===== config.mk =====
export PLATFORM = sky130hd
export DESIGN_NAME = player_projectile_flat
export DESIGN_NICKNAME = d
export VERILOG_FILES = /design/src/rtl/game_defs.sv /design/src/rtl/player_projectile_if.sv /design/src/rtl/move_tick_gen.sv /design/src/rtl/player_projectile.sv /design/src/flat_wrapper.sv
export SDC_FILE = /design/constraint.sdc
export NUM_CORES = 1
export LEC_CHECK = 0
export CORE_MARGIN = 2
export CORE_UTILIZATION = 35
export DETAILED_ROUTE_END_ITERATION = 12
export GPL_ROUTABILITY_DRIVEN = 0
export GPL_TIMING_DRIVEN = 0
export PLACE_DENSITY_LB_ADDON = 0.3
export SYNTH_ARGS = -nofsm -noshare
export SYNTH_HDL_FRONTEND = slang
export SYNTH_SLANG_ARGS = --single-unit

===== constraint.sdc =====
create_clock -name clk -period 4.8 [get_ports clk]
set_clock_uncertainty 0.15 [all_clocks]
set_input_delay 0.48 -clock clk [delete_from_list [all_inputs] [get_ports clk]]
set_output_delay 0.48 -clock clk [all_outputs]
set_load 0.005 [all_outputs]

===== src/rtl/game_defs.sv =====
// Shared game constants: coordinate width, screen size, parked position and the
// one-hot state encoding used by the projectile controller and the enemy fleet.
package game_defs;
  localparam int COORD_W  = 10;
  localparam int SCREEN_W = 640;
  localparam int SCREEN_H = 480;

  typedef logic [COORD_W-1:0] coord_t;

  localparam coord_t PARK_H = '0;
  localparam coord_t PARK_V = '0;

  localparam int ST_W = 4;
  localparam logic [ST_W-1:0] ST_INIT_OH     = 4'b0001;
  localparam logic [ST_W-1:0] ST_READY_OH    = 4'b0010;
  localparam logic [ST_W-1:0] ST_FLIGHT_OH   = 4'b0100;
  localparam logic [ST_W-1:0] ST_COOLDOWN_OH = 4'b1000;

  typedef enum logic [ST_W-1:0] {
    S_INIT     = ST_INIT_OH,
    S_READY    = ST_READY_OH,
    S_FLIGHT   = ST_FLIGHT_OH,
    S_COOLDOWN = ST_COOLDOWN_OH
  } pp_state_e;
endpackage


===== src/rtl/player_projectile_if.sv =====
// Player-projectile bundle: game control, ship/fire inputs, fleet collision in,
// projectile position/status out. slave = projectile block, master = its driver.
interface player_projectile_if;
  import game_defs::*;

  logic       start;
  logic       stop;
  logic       fire;
  coord_t     ship_h;
  coord_t     ship_v;
  logic       collision;
  coord_t     projectile_h;
  coord_t     projectile_v;
  logic       active;
  logic       shot_fired;
  logic [7:0] shots;

  modport master (
    output start, stop, fire, ship_h, ship_v, collision,
    input  projectile_h, projectile_v, active, shot_fired, shots
  );

  modport slave (
    input  start, stop, fire, ship_h, ship_v, collision,
    output projectile_h, projectile_v, active, shot_fired, shots
  );
endinterface


===== src/rtl/move_tick_gen.sv =====
// Free-running 0..TICK_DIV-1 counter; tick_o is high for the cycle at TICK_DIV-1.
module move_tick_gen #(
  parameter int TICK_DIV = 250000
) (
  input  logic clk,
  input  logic reset,
  output logic tick_o
);
  localparam int CW = (TICK_DIV > 2) ? $clog2(TICK_DIV) : 1;
  localparam logic [CW-1:0] LAST = CW'(TICK_DIV - 1);

  logic [CW-1:0] cnt_q, cnt_d;

  assign tick_o = (cnt_q == LAST);

  always_comb begin
    cnt_d = cnt_q + 1'b1;
    if (tick_o) cnt_d = '0;
  end

  always_ff @(posedge clk or posedge reset) begin
    if (reset) cnt_q <= '0;
    else       cnt_q <= cnt_d;
  end
endmodule


===== src/rtl/player_projectile.sv =====
// Single in-flight player projectile: launch on fire edge, climb per tick, retire on
// hit or top. Optional post-retirement cooldown via `PROJECTILE_COOLDOWN_EN.
module player_projectile
  import game_defs::*;
#(
  parameter int TICK_DIV       = 250000,
  parameter int STEP           = 5,
  parameter int TOP_LIMIT      = 10,
  parameter int SPAWN_OFFSET   = 20,
  parameter int COOLDOWN_TICKS = 40
) (
  input logic                clk,
  input logic                reset,
  player_projectile_if.slave pif
);
  localparam coord_t SPAWN_MIN  = coord_t'(SPAWN_OFFSET + TOP_LIMIT);
  localparam coord_t SPAWN_OFS  = coord_t'(SPAWN_OFFSET);
  localparam coord_t RETIRE_LIM = coord_t'(TOP_LIMIT + STEP);
  localparam coord_t STEP_C     = coord_t'(STEP);

  if (TICK_DIV < 2) begin : g_bad_div
    $error("TICK_DIV must be at least 2");
  end
  if (COOLDOWN_TICKS < 1 || COOLDOWN_TICKS > 255) begin : g_bad_cd
    $error("COOLDOWN_TICKS must be in 1..255");
  end

`ifdef PROJECTILE_COOLDOWN_EN
  localparam pp_state_e RETIRE_ST = S_COOLDOWN;
  localparam logic [7:0] CD_LAST  = 8'(COOLDOWN_TICKS - 1);
  logic [7:0] cd_q, cd_d;
`else
  localparam pp_state_e RETIRE_ST = S_READY;
`endif

  pp_state_e  state_q, state_d;
  coord_t     pos_h_q, pos_h_d, pos_v_q, pos_v_d;
  logic       active_q, active_d;
  logic       shot_q, shot_d;
  logic [7:0] shots_q, shots_d;
  logic       fire_prev_q;
  logic       tick, fire_edge;

  move_tick_gen #(.TICK_DIV(TICK_DIV)) u_tick (
    .clk    (clk),
    .reset  (reset),
    .tick_o (tick)
  );

  assign fire_edge = pif.fire & ~fire_prev_q;

  always_comb begin
    state_d  = state_q;
    pos_h_d  = pos_h_q;
    pos_v_d  = pos_v_q;
    active_d = active_q;
    shot_d   = 1'b0;
    shots_d  = shots_q;
`ifdef PROJECTILE_COOLDOWN_EN
    cd_d     = '0;
`endif
    if (pif.stop) begin
      state_d  = S_INIT;
      pos_h_d  = PARK_H;
      pos_v_d  = PARK_V;
      active_d = 1'b0;
    end else begin
      case (state_q)
        S_INIT: if (pif.start) state_d = S_READY;
        S_READY: begin
          // Too close to the top to spawn a legal position: the edge is swallowed.
          if (fire_edge && pif.ship_v >= SPAWN_MIN) begin
            state_d  = S_FLIGHT;
            pos_h_d  = pif.ship_h;
            pos_v_d  = pif.ship_v - SPAWN_OFS;
            active_d = 1'b1;
            shot_d   = 1'b1;
            if (shots_q != 8'hFF) shots_d = shots_q + 8'd1;
          end
        end
        S_FLIGHT: begin
          // Collision beats a coincident tick; top check avoids underflow.
          if (pif.collision || (tick && pos_v_q < RETIRE_LIM)) begin
            state_d  = RETIRE_ST;
            pos_h_d  = PARK_H;
            pos_v_d  = PARK_V;
            active_d = 1'b0;
          end else if (tick) begin
            pos_v_d = pos_v_q - STEP_C;
          end
        end
`ifdef PROJECTILE_COOLDOWN_EN
        S_COOLDOWN: begin
          cd_d = cd_q;
          if (tick) begin
            if (cd_q == CD_LAST) begin
              state_d = S_READY;
              cd_d    = '0;
            end else begin
              cd_d = cd_q + 8'd1;
            end
          end
        end
`endif
        default: state_d = S_INIT;
      endcase
    end
  end

  always_ff @(posedge clk or posedge reset) begin
    if (reset) begin
      state_q     <= S_INIT;
      pos_h_q     <= PARK_H;
      pos_v_q     <= PARK_V;
      active_q    <= 1'b0;
      shot_q      <= 1'b0;
      shots_q     <= '0;
      fire_prev_q <= 1'b0;
    end else begin
      state_q     <= state_d;
      pos_h_q     <= pos_h_d;
      pos_v_q     <= pos_v_d;
      active_q    <= active_d;
      shot_q      <= shot_d;
      shots_q     <= shots_d;
      fire_prev_q <= pif.fire;
    end
  end

`ifdef PROJECTILE_COOLDOWN_EN
  always_ff @(posedge clk or posedge reset) begin
    if (reset) cd_q <= '0;
    else       cd_q <= cd_d;
  end
`endif

  assign pif.projectile_h = pos_h_q;
  assign pif.projectile_v = pos_v_q;
  assign pif.active       = active_q;
  assign pif.shot_fired   = shot_q;
  assign pif.shots        = shots_q;
endmodule


===== src/flat_wrapper.sv =====
// flat-port wrapper written by rule: the top's interface ports become plain ports
module player_projectile_flat import game_defs::*;
#(
  parameter int TICK_DIV       = 250000,
  parameter int STEP           = 5,
  parameter int TOP_LIMIT      = 10,
  parameter int SPAWN_OFFSET   = 20,
  parameter int COOLDOWN_TICKS = 40
)
  (clk, reset, pif_start, pif_stop, pif_fire, pif_ship_h, pif_ship_v, pif_collision, pif_projectile_h, pif_projectile_v, pif_active, pif_shot_fired, pif_shots);
  player_projectile_if pif_i ();
  input logic clk;
  input logic reset;
  input wire logic [$bits(pif_i.start)-1:0] pif_start;
  input wire logic [$bits(pif_i.stop)-1:0] pif_stop;
  input wire logic [$bits(pif_i.fire)-1:0] pif_fire;
  input wire logic [$bits(pif_i.ship_h)-1:0] pif_ship_h;
  input wire logic [$bits(pif_i.ship_v)-1:0] pif_ship_v;
  input wire logic [$bits(pif_i.collision)-1:0] pif_collision;
  output wire logic [$bits(pif_i.projectile_h)-1:0] pif_projectile_h;
  output wire logic [$bits(pif_i.projectile_v)-1:0] pif_projectile_v;
  output wire logic [$bits(pif_i.active)-1:0] pif_active;
  output wire logic [$bits(pif_i.shot_fired)-1:0] pif_shot_fired;
  output wire logic [$bits(pif_i.shots)-1:0] pif_shots;
  assign pif_i.start = pif_start;
  assign pif_i.stop = pif_stop;
  assign pif_i.fire = pif_fire;
  assign pif_i.ship_h = pif_ship_h;
  assign pif_i.ship_v = pif_ship_v;
  assign pif_i.collision = pif_collision;
  assign pif_projectile_h = pif_i.projectile_h;
  assign pif_projectile_v = pif_i.projectile_v;
  assign pif_active = pif_i.active;
  assign pif_shot_fired = pif_i.shot_fired;
  assign pif_shots = pif_i.shots;
  player_projectile #(.TICK_DIV(TICK_DIV), .STEP(STEP), .TOP_LIMIT(TOP_LIMIT), .SPAWN_OFFSET(SPAWN_OFFSET), .COOLDOWN_TICKS(COOLDOWN_TICKS)) u_core (.clk(clk), .reset(reset), .pif(pif_i));
endmodule

# Word-level counts from Yosys, hierarchy flattened
# Cells that the tools add are included.
classes:
  eq_ne: 9
  add_sub_neg: 4
  mul: 0
  mux: 22
  magnitude_cmp: 2
  div: 0
  bitwise: 3
  reduce_logical: 8
  shift: 0
op_table:
  columns: ["cell", "n"]
  rows:
  - ["10-bit 2-to-1 mux", 7]
  - ["10-bit case mux with 2 select lines", 2]
  - ["18-bit by 1-bit adder with 18-bit output, second input constant", 1]
  - ["18-bit equality test, second input constant", 1]
  - ["18-bit 2-to-1 mux", 1]
  - ["4-bit 2-to-1 mux", 4]
  - ["4-bit case mux with 3 select lines", 1]
  - ["10-bit by 5-bit greater-or-equal comparator with 1-bit output, second input constant", 1]
  - ["10-bit by 4-bit less-than comparator with 1-bit output, second input constant", 1]
  - ["10-bit by 3-bit subtractor with 10-bit output, second input constant", 1]
  - ["10-bit by 5-bit subtractor with 10-bit output, second input constant", 1]
  - ["3-bit AND reduction", 3]
  - ["8-bit by 1-bit adder with 8-bit output, second input constant", 1]
  - ["8-bit inequality test, second input constant", 1]
  - ["1-bit 2-to-1 mux", 6]
  - ["3-bit by 2-bit inequality test with 1-bit output, second input constant", 2]
  - ["4-bit by 1-bit equality test with 1-bit output, second input constant", 1]
  - ["4-bit by 2-bit equality test with 1-bit output, second input constant", 1]
  - ["4-bit by 3-bit equality test with 1-bit output, second input constant", 1]
  - ["4-bit by 2-bit inequality test with 1-bit output, second input constant", 1]
  - ["4-bit AND reduction", 1]
  - ["3-bit inequality test, second input constant", 1]
  - ["3-bit nonzero test", 1]
  - ["1-bit logical AND", 2]
  - ["4 further kinds", 5]
totals:
  latch_bits: 0
  in_bits: 26
  romBits: 0
  regBits: 53
  memories: 0
  output_inout_bits: 30
  mem_bits_rw: 0
  elab_cells: 56

# Logic depth before layout (Yosys ltp)
# Gate-level depths: netlist of the first run.
logic_depth:
  depth_word: 6
  depth_mapped: 8
  depth_no_buf: 7

# Modules after synthesis
# A second synthesis of the first run with hierarchy kept.
unflattened:
  hier_cells: 277
  hier_area_um2: 2875.3
by_module_without_submodules:
  columns: ["mod", "area_per_inst_um2", "seq_area_each_um2", "cells_each", "n_inst"]
  rows:
  - ["player_projectile", 1989.4, 852.1, 195, 1]
  - ["move_tick_gen", 885.8, 450.4, 82, 1]

# Worst setup path after synthesis of the first run
# Ideal clock, no wire load.
synth_timing:
  path_kind: "register -> register"
  start: "register u_core.pos_v_q[4] (netlist: u_core.pif.projectile_v[4])"
  end: "register u_core.active_q (netlist: u_core.pif.active)"
  setup_slack_ps: 2329
  t_required_ps: 4525
  t_arrival_ps: 2196
  stages_incl_launch_ff: 7
  setup_ps: 125
  synth_period_minus_slack_ps: 2471
  path_cell_list: "dfrtp_1 > or4_1 > buf_2 > nor4_4 > nand3_4 > a21oi_2 > mux2_2"
synth_between:
  elab_chain_cells: 5
synth_lines:
  columns: ["item", "line_no", "source"]
  rows:
  - ["start: declaration", "player_projectile.sv:37", "coord_t pos_h_q, pos_h_d, pos_v_q, pos_v_d;"]
  - ["start signal: assignment", "player_projectile.sv:122", "pos_v_q <= pos_v_d;"]
  - ["10-bit by 4-bit less-than comparator with 1-bit output", "player_projectile.sv:83", "if (pif.collision || (tick && pos_v_q < RETIRE_LIM)) begin"]
  - ["1-bit logical AND", "player_projectile.sv:83", null]
  - ["1-bit logical OR", "player_projectile.sv:83", null]
  - ["3-bit by 2-bit inequality test with 1-bit output (no line)", null, null]
  - ["3-bit AND reduction (no line)", null, null]
  - ["end signal: assignment", "player_projectile.sv:123", "active_q <= active_d;"]
  - ["end: declaration", "player_projectile.sv:38", "logic active_q, active_d;"]
# No other way between the ends.
# A chain may end at the register's enable or synchronous reset.

# Final worst setup path of the first run
layout_timing:
  start: "register u_core.state_q[1]"
  end: "register u_core.pos_v_q[1] (netlist: u_core.pif.projectile_v[1])"
layout_between:
  elab_chain_cells: 3
layout_lines:
  columns: ["item", "line_no", "source"]
  rows:
  - ["start: declaration", "player_projectile.sv:36", "pp_state_e state_q, state_d;"]
  - ["start signal: assignment", "player_projectile.sv:120", "state_q <= state_d;"]
  - ["4-bit by 3-bit equality test with 1-bit output or 4-bit by 2-bit equality test with 1-bit output (tied branches)", "player_projectile.sv:68", "case (state_q)"]
  - ["4-bit by 2-bit inequality test with 1-bit output (no line) (tied with other cells)", null, null]
  - ["3-bit AND reduction (no line) or 10-bit 2-to-1 mux (tied branches)", null, null]
# Parallel ways exist; a longest one is shown, timed or not.

==> metrics.md, run 1 <==
| Metric | Value |
|---|---|
| Gr usage total | between 10 and 15% |
| Fin. max-slew vios | 0 |
| Layout area overhead | 29.0% |
| Mapped Avg Cell Area | 9.71 µm² |
| DP HPWL | around 4.7 mm |
| CP startpoint kind | register |
| Ys async rst share | 100% |
| Max Cap Viol | 0 |
| Cell Count, Final, Fillers Out | 467 |
| Initial Util | 35.6% |
| Psw | approximately 280 µW |
| Pin count of the biggest net entering global routing | 29 |
| Ys Warns | 0 |
| Wire per inst | 14.0 µm |
| Sequential share of the synthesized area | a little under half |
| Initial DRC count | between 100 and 150 |
| Yosys reg bits | 52 |
| RSZ-0062 raised after global routing | no |
| Synth unique cells | 53 |
| Routed WL | 6.52 mm |
| Count of input and output buffers | 55 |
| Clk Latency, worst-skew pair | 0.32 ns |
| Area of the core | between 8000 and 9000 µm² |
| Comb pwr share | between 10% and 20% |
| Worst Path Max Fanout | 10 |
| Critical path class | reg2reg |
| Antenna viol nets, final | 0 |
| Sw frac | 26.3% |
| CTS Buf Count | 5 |
| Die area | 9010 µm² |
| Vias in the first global route | 2237 |
| Layout Nets | 393 |
| Fill cell count | 747 |
| Sink Count | between 50 and 60 |
| Leak | between 0.0015 and 0.002 µW |
| Post_cts resized | 0 |
| DRT Pass-1 Iters | 4 |
| Cells after Synth | roughly 300 |
| Final Util | around 46% |
| Setup Viol. Count Final | 0 |
| Sequential Power Share | 46.1% |
| CTS tree | yes |
| FMAX | around 0.36 GHz |
| Status | completed |
| CTS Hold Bufs | 0 |
| Area occupied by multi-input gates | 1430 µm² |
| Clock power frac | 34.4% |
| H-Tree Depth | 2 |
| Top FF cell, synth | dfrtp_1 |
| Worst Path Required | 4.85 ns |
| Fin Setup TNS | 0 ns |
| Longest Clk Path Bufs | 2 |
| Post-synth top area share | 44.1% |
| Die H | approximately 95 µm |
| Most common cell after layout, fill and taps aside | clkdlybuf4s50_1 |
| First-pass GRT wire length | 10.6 mm |
| Routed vias | about 2400 |
| Global route overflow | 0 |
| Post-CTS Setup Bufs | 0 |
| CTS clock-pin slew for the worst setup and hold paths | 0.11 ns |
| CTS root buf | clkbuf_8 |
| Ratio of cells with drive above 1 in the final layout | 8.01% |
| Antenna diode count | 0 |
| Most frequent cells in the layout | clkdlybuf4s50_1 (55), dfrtp_1 (51), nor2_1 (28) |
| Initial antenna violation count | 0 |
| Pwr dens | 287 nW/µm² |
| Die Wd | 94.9 µm |
| Post-layout min period | 2.80 ns |
| Mapped cell area | roughly 2900 µm² |
| Remaining DRCs | 0 |
| Arrival @ worst endpoint | 2.85 ns |
| Number of synthesized flops with an enable pin | 0 |
| # placed instances | 459 |
| Hold crit path type | reg2reg |
| Peak supply drop | 0.189 mV |
| Cell taking the most area after synthesis | dfrtp_1 |
| Rel. slew slack | 37.3% |
| Tcrit/Tclk final | 58.4% |
| Synth top area cells | dfrtp_1 (44%), xnor2_1 (4.8%), mux2i_1 (3.8%), nor2_1 (3.6%), xor2_1 (3.6%) |
| Min Hold Slack | 0.339 ns |
| Setup crit end kind | register |
| Sequential Area | 1300 µm² |
| Worst-margin pin slew | 0.939 ns |
| Ports | 56 |
| Tot Pwr | roughly 1100 µW |
| Vias/cell | around 5.2 |
| Post-synth net total | 330 |
| Pint | between 700 and 800 µW |
| Final Hold Fails | 0 |
| Row count | 33 |
worst paths after layout:
path / endpoint / depth (start not counted) / slack, ns / startpoint
setup reg to reg: u_core.pif.projectile_v[1] / 8 / 2.00 / u_core.state_q[1]
hold / removal: u_core.u_tick.cnt_q[0] / 1 / 0.34 / u_core.u_tick.cnt_q[0]
hold reg to reg: u_core.u_tick.cnt_q[0] / 1 / 0.34 / u_core.u_tick.cnt_q[0]
min in group asynchronous: u_core.pif.projectile_h[1] / 2 / 0.38 / reset
setup / recovery: u_core.pif.projectile_v[1] / 8 / 2.00 / u_core.state_q[1]
max in group asynchronous: u_core.pif.projectile_v[8] / 3 / 3.57 / reset
worst max-delay path, stage by stage, from the launching register on:
cell and delay (ns):
dfrtp_1 0.39, buf_6 0.13, or3b_2 0.46, buf_4 0.18, nor3_4 0.30, a21boi_0 0.32
or2_2 0.16, buf_2 0.24, mux2_2 0.36
state kept, by name, summed over array words and instances (netlist names):
| name | count |
|---|---|
| u_core.u_tick.cnt_q | 18 |
| u_core.pif.projectile_h | 10 |
| u_core.state_q | 3 |
| u_core.fire_prev_q | 1 |
| u_core.pif.shots | 8 |
| u_core.pif.projectile_v | 10 |
| u_core.pif.active | 1 |
| u_core.pif.shot_fired | 1 |
cells in the mapped netlist (3+ instances only):
cell and n:
o21ai_0 6, o32ai_1 5, mux2i_1 11, nor2_1 28
xor2_1 12, ha_1 6, nand3_1 9, nor3_1 9
buf_2 4, a22oi_1 4, nand4_1 7, nor2b_1 7
or4_1 3, nand2_1 18, clkbuf_1 5, nor4_1 5
and3_1 7, o22ai_1 3, dfrtp_1 51, xnor2_1 16
mux2_2 3, inv_1 26, o211ai_1 7, a21oi_1 10
kinds of logic after synthesis:
kind of cell | share of synthesized area [%]
multiplexers | 4.97
AND/OR/NAND/NOR | 20.9
AO/OA/AOI/OAI | 12.3
buffers and inverters | 5.75
adder cells (fa/ha/maj) | 2.59
flip-flops | 45.0
XOR/XNOR | 8.47
power by group through the flow:
stage               Combinational (µW)  Clock [µW]  Sequential [µW]
floorplan                          106           0              500
global placement                   206           0              502
detailed placement                 210           0              503
CTS                                211         377              495
global route                       232         390              500
finish                             210         369              494
cell type report:
class                           instances  share of cell area [%]
Clock inverter                          3                    1.84
Multi-Input combinational cell        208                    38.2
Buffer                                 12                    1.84
Tap cell                              105                    3.52
Timing Repair Buffer                   56                    15.3
Clock buffer                            5                    1.84
Sequential cell                        52                    34.9
Inverter                               26                    2.61
layer usage:
layer / vias up / wire length [µm] / part of all wire [%] / GRT usage (%)
met5: - / 0 / 0 / 0
met4: 0 / 66 / 1.0 / 4.35
met3: 8 / 260 / 4.0 / 2.71
met2: 51 / 3090 / 47 / 22.8
met1: 1176 / 3110 / 48 / 21.3
li1: 1178 / - / - / -
metrics by stage:
stage	setup WS, ns	cell area, µm²
2_1_floorplan	2.33	2890
3_3_place_gp	1.70	3580
3_5_place_dp	1.69	3600
4_1_cts	2.01	3730
5_1_grt	1.85	3730
6_report	2.00	3730
Note: power is estimated with default switching activity, not from simulation.
==> run 2, diff against run 1 <==
clock period = 2.89 ns   (was 4.8 ns; I/O delays follow)
==> run 2 against run 1 <==
Power increased by 66%. Routed wire length is essentially flat. Largest cell class unchanged. Global-route usage stayed put. Hold slack lost 0.15 ns. Design area is the same. Critical endpoint unchanged.
==> metrics.md, run 2 (synthesis results as in run 1) <==
| Metric | Value |
|---|---|
| Status | completed |
| Routed vias | 2407 |
| Slowest CP cell | or3b_2 |
| Initial antenna violation count | 0 |
| Ratio of cells with drive above 1 in the final layout | 8.01% |
| Final Hold Fails | 0 |
| Top Family by Delay on Critical Path | simple AND/OR/NAND/NOR gates |
| Gr usage total | 14.8% |
| Min Hold Slack | 0.191 ns |
| Most frequent cells in the layout | clkdlybuf4s50_1 (55), dfrtp_1 (51), nor2_1 (28) |
| Die area | around 9000 µm² |
| Layout Nets | 393 |
| Longest Clk Path Bufs | 2 |
| DP HPWL | 4.72 mm |
| Place WS | -0.0269 ns |
| Antenna diode count | 0 |
| Post-layout min period | 2.79 ns |
| Row count | 33 |
| Worst Path Required | 2.94 ns |
| CP startpoint kind | register |
| FMAX | 0.359 GHz |
| Sink Count | 52 |
| # placed instances | 459 |
| Worst-margin pin slew | 0.939 ns |
| Die Wd | 94.9 µm |
| CP cell instances | buf_6 -> or3b_2 -> buf_4 -> nor3_4 -> a21boi_0 -> or2_2 -> buf_2 -> mux2_2 |
| Leak | 0.00161 µW |
| CP Buf/Inv Count | 3 |
| Critical path class | reg2reg |
| Top reg by flops | u_core.u_tick.cnt_q |
| Rel. slew slack | between 30% and 40% |
| Max reg flops | 18 |
| Fin. max-slew vios | 0 |
| Fin Setup TNS | 0 ns |
| Worst Path Max Fanout | 10 |
| Vias in the first global route | 2237 |
| Count of input and output buffers | 55 |
| Routed WL | 6.52 mm |
| Pin count of the biggest net entering global routing | 29 |
| CTS root buf | clkbuf_8 |
| Max Cap Viol | 0 |
| Peak supply drop | 0.315 mV |
| Clk Latency, worst-skew pair | 0.32 ns |
| Setup crit end kind | register |
| Die H | 94.9 µm |
| Post-CTS Setup Bufs | 0 |
| Finished Cell Area | about 3700 µm² |
| Hold crit path type | in2async |
| Vias/cell | a little over 5 |
| Wire per inst | 14.0 µm |
| Antenna viol nets, final | 0 |
| Initial DRC count | between 100 and 150 |
| Most common cell after layout, fill and taps aside | clkdlybuf4s50_1 |
| CTS tree | yes |
| Post_cts resized | 0 |
| Post-DP Area | 3600 µm² |
| Tcrit/Tclk final | 96.5% |
| CTS Hold Bufs | 0 |
| CTS Buf Count | 5 |
| Remaining DRCs | 0 |
| DRT Pass-1 Iters | 4 |
| Post-route setup slack | between 0.1 and 0.15 ns |
| Pwr dens | approximately 480 nW/µm² |
| Layout area overhead | 29.0% |
| CP peak stage delay | 0.46 ns |
| H-Tree Depth | 2 |
| Ports | 56 |
| Global route overflow | 0 |
| Cell Count, Final, Fillers Out | 467 |
| Arrival @ worst endpoint | 2.84 ns |
| Initial Util | 35.6% |
| CTS clock-pin slew for the worst setup and hold paths | 0.11 ns |
| RSZ-0062 raised after global routing | no |
| Area of the core | 8130 µm² |
| First-pass GRT wire length | 10.6 mm |
| Setup Viol. Count Final | 0 |
[run 2: cell type report]
cell class,count,area (µm²)
fill,747,4400
multi-input combinational,208,1430
sequential,52,1300
timing repair buffer,56,571
tap,105,131
inverter,26,97.6
clock buffer,5,68.8
clock inverter,3,68.8
buffer,12,68.8
[run 2: metrics by stage]
step / utilization [%] / total power, µW
2_1_floorplan: - / 1010
3_3_place_gp: 44.0 / 1180
3_5_place_dp: 44.2 / 1180
4_1_cts: 45.9 / 1800
5_1_grt: 45.9 / 1860
6_report: 45.9 / 1780
[run 2: final timing paths]
| kind | from | to | slack, ns | depth (start not counted) |
|---|---|---|---|---|
| max reg2reg | u_core.state_q[1] | u_core.pif.projectile_v[1] | 0.10 | 8 |
| min reg2reg | u_core.u_tick.cnt_q[0] | u_core.u_tick.cnt_q[0] | 0.34 | 1 |
| max in group asynchronous | reset | u_core.pif.projectile_v[8] | 1.85 | 3 |
| min | reset | u_core.pif.projectile_h[1] | 0.19 | 2 |
| max | u_core.state_q[1] | u_core.pif.projectile_v[1] | 0.10 | 8 |
| min in group clk | pif_fire | u_core.fire_prev_q | 0.30 | 1 |
[run 2: power by group]
group | switching (µW) | internal [µW]
registers | 46.2 | 775
clock network | 262 | 349
logic | 157 | 190
total | 466 | 1310
[run 2: worst register-to-register path, cell delays in order (launching register included)]
cell      delay (ns)
dfrtp_1         0.39
buf_6           0.13
or3b_2          0.46
buf_4           0.18
nor3_4          0.29
a21boi_0        0.32
or2_2           0.16
buf_2           0.24
mux2_2          0.36
[run 2: layer usage]
| metal | vias up | GRT usage (%) | part of all wire [%] | routed length [µm] |
|---|---|---|---|---|
| met1 | 1172 | 21.3 | 48 | 3110 |
| li1 | 1176 | - | - | - |
| met5 | - | 0 | 0 | 0 |
| met4 | 0 | 4.35 | 0.98 | 64 |
| met2 | 52 | 22.8 | 47 | 3080 |
| met3 | 7 | 2.71 | 4.2 | 271 |
==> run 3, diff against run 2 <==
CAP_MARGIN = 5   (was not set)
clock period = 2.47 ns   (was 2.89 ns; I/O delays follow)
==> run 3 against run 2 <==
Design area rose by 5.3%. Routed wire length increased by 4.1%. Sequential cell count stayed put. Global-route usage is 0.70 points higher. Power is 17% higher. Core utilization grew 2.4 points. Worst setup slack got worse by 0.060 ns. Via count is 2.0% higher. Critical path depth unchanged. First-iteration DRC count shrank 3.9%. Clock power is 11% higher. Critical path type is now in2reg.
==> metrics.md, run 3 (synthesis results as in run 1) <==
| Metric | Value |
|---|---|
| Status | completed |
| Arrival @ worst endpoint | 2.49 ns |
| Fin Setup TNS | 0 ns |
| Area of the core | between 8000 and 9000 µm² |
| CTS Buf Count | 5 |
| Crit path launch | pif_ship_v[6] |
| First-pass GRT wire length | 11.1 mm |
| Die area | between 9000 and 10000 µm² |
| H-Tree Depth | 2 |
| Critical Path End | u_core.pif.projectile_h[0] |
| Fin. max-slew vios | 0 |
| Global route overflow | 0 |
| Sw frac | ~25% |
| Top reg by flops | u_core.u_tick.cnt_q |
| Critical path class | in2reg |
| Post-DP Area | 3600 µm² |
| Clk Latency, worst-skew pair | 0.30 ns |
| Post-layout min period | between 2 and 2.5 ns |
| Leak | ~0.0017 µW |
| Gr usage total | 15.5% |
| Layout Nets | 406 |
| Layout area overhead | 35.8% |
| Max Cap Viol | 0 |
| Vias in the first global route | 2346 |
| Count of input and output buffers | 55 |
| Ports | 56 |
| DRT Pass-1 Iters | 4 |
| Setup Viol. Count Final | 0 |
| Remaining DRCs | 0 |
| DP HPWL | 4.76 mm |
| Min Hold Slack | 0.173 ns |
| Row count | 33 |
| Initial Util | 35.6% |
| Most frequent cells in the layout | clkdlybuf4s50_1 (55), dfrtp_1 (49), nor2_1 (28) |
| CTS tree | yes |
| Antenna diode count | 0 |
| Routed WL | between 6 and 7 mm |
| Comb pwr share | 21.4% |
| FMAX | 0.412 GHz |
| Tcrit/Tclk final | between 90% and 100% |
| Initial DRC count | 124 |
| Sink Count | 52 |
| # placed instances | 459 |
| Final Hold Fails | 0 |
| Worst r2r dst | u_core.pif.projectile_h[0] |
| Pint | roughly 1600 µW |
| Vias/cell | roughly 5.1 |
| CTS root buf | clkbuf_8 |
| Clock power frac | 32.5% |
| Routed vias | 2454 |
| Psw | 532 µW |
| Reg2reg setup slack | 0.10 ns |
| CP startpoint kind | primary input |
| FF-to-FF path depth | 7 |
| Wire per inst | 14.2 µm |
| Antenna viol nets, final | 0 |
| Die Wd | 94.9 µm |
| Sequential Power Share | 46.0% |
| Worst Path Max Fanout | 10 |
| Worst-margin pin slew | 0.567 ns |
| Pwr dens | 531 nW/µm² |
| Peak supply drop | between 0.2 and 0.25 mV |
| Pin count of the biggest net entering global routing | 29 |
| Worst Path Required | 2.54 ns |
| Most common cell after layout, fill and taps aside | clkdlybuf4s50_1 |
| Finished Cell Area | 3930 µm² |
| Hold crit path type | in2async |
| RR Startpoint | u_core.pif.projectile_v[5] |
| Longest Clk Path Bufs | 2 |
| Rel. slew slack | between 60% and 70% |
| Initial antenna violation count | 0 |
| Die H | 94.9 µm |
| Setup crit end kind | register |
| Max reg flops | 18 |
| Ratio of cells with drive above 1 in the final layout | 14.2% |
| CTS Hold Bufs | 0 |
| CTS clock-pin slew for the worst setup and hold paths | 0.10 ns |
| Final Util | 48.3% |
| Cell Count, Final, Fillers Out | 479 |
==> run 3: how the worst min path moves through the flow <==
stage | startpoint | end | slack (ns) | cells past startpoint
after detailed placement | u_core.u_tick.cnt_q[0] | u_core.u_tick.cnt_q[0] | 0.33 | 1
final | reset | u_core.pif.projectile_h[4] | 0.17 | 2
after global routing | reset | u_core.pif.shots[2] | 0.22 | 2
after floorplan | pif_fire | u_core.fire_prev_q | 0.13 | 0
after global placement | u_core.u_tick.cnt_q[0] | u_core.u_tick.cnt_q[0] | 0.32 | 1
after CTS | reset | u_core.pif.shots[2] | 0.19 | 2
==> run 3: worst max-delay path: stages <==
cell and delay (ns):
clkdlybuf4s50_1 0.47, or4_1 0.59, o311a_1 0.37, o22ai_2 0.23, buf_4 0.20, a21oi_4 0.04, buf_8 0.15, mux2i_2 0.18
==> run 3: cell type report <==
type,instances,area (µm²)
plain buffers,11,76.3
repair buffers,69,681
clock buffers,5,68.8
multi-input cells,209,1510
fillers,746,4200
clock inverters,2,60.1
well taps,105,131
flip-flops and latches,52,1310
inverters,26,97.6
==> run 3: metrics by stage <==
step	setup slack (ns)	total power (µW)
6_report	0.0417	2090
5_1_grt	-0.0226	2200
4_1_cts	0.00106	2080
3_5_place_dp	-0.391	1390
3_3_place_gp	-0.406	1380
2_1_floorplan	0.0318	1180
==> run 3: repair_timing <==
action | 4_1_cts | 5_1_grt
cloned | 0 | 1
setup endpoints to repair | 24 | 22
pin swaps | 3 | 7
gates resized for setup | 7 | 17
endpoints found under the hold margin | 0 | 0
setup buffers | 4 | 9
==> run 3: per-layer routing <==
metal	part of all wire [%]	vias up	track usage (%)
li1	-	1206	-
met1	46	1161	21.5
met2	47	75	24.3
met3	5.6	12	3.19
met4	1.7	0	4.83
met5	0	-	0
==> run 3: power groups by stage <==
stage	Sequential [µW]	Clock (µW)	Combinational (µW)
6_report	961	679	447
5_1_grt	970	737	495
4_1_cts	961	701	418
3_5_place_dp	977	0	409
3_3_place_gp	976	0	399
2_1_floorplan	971	0	206
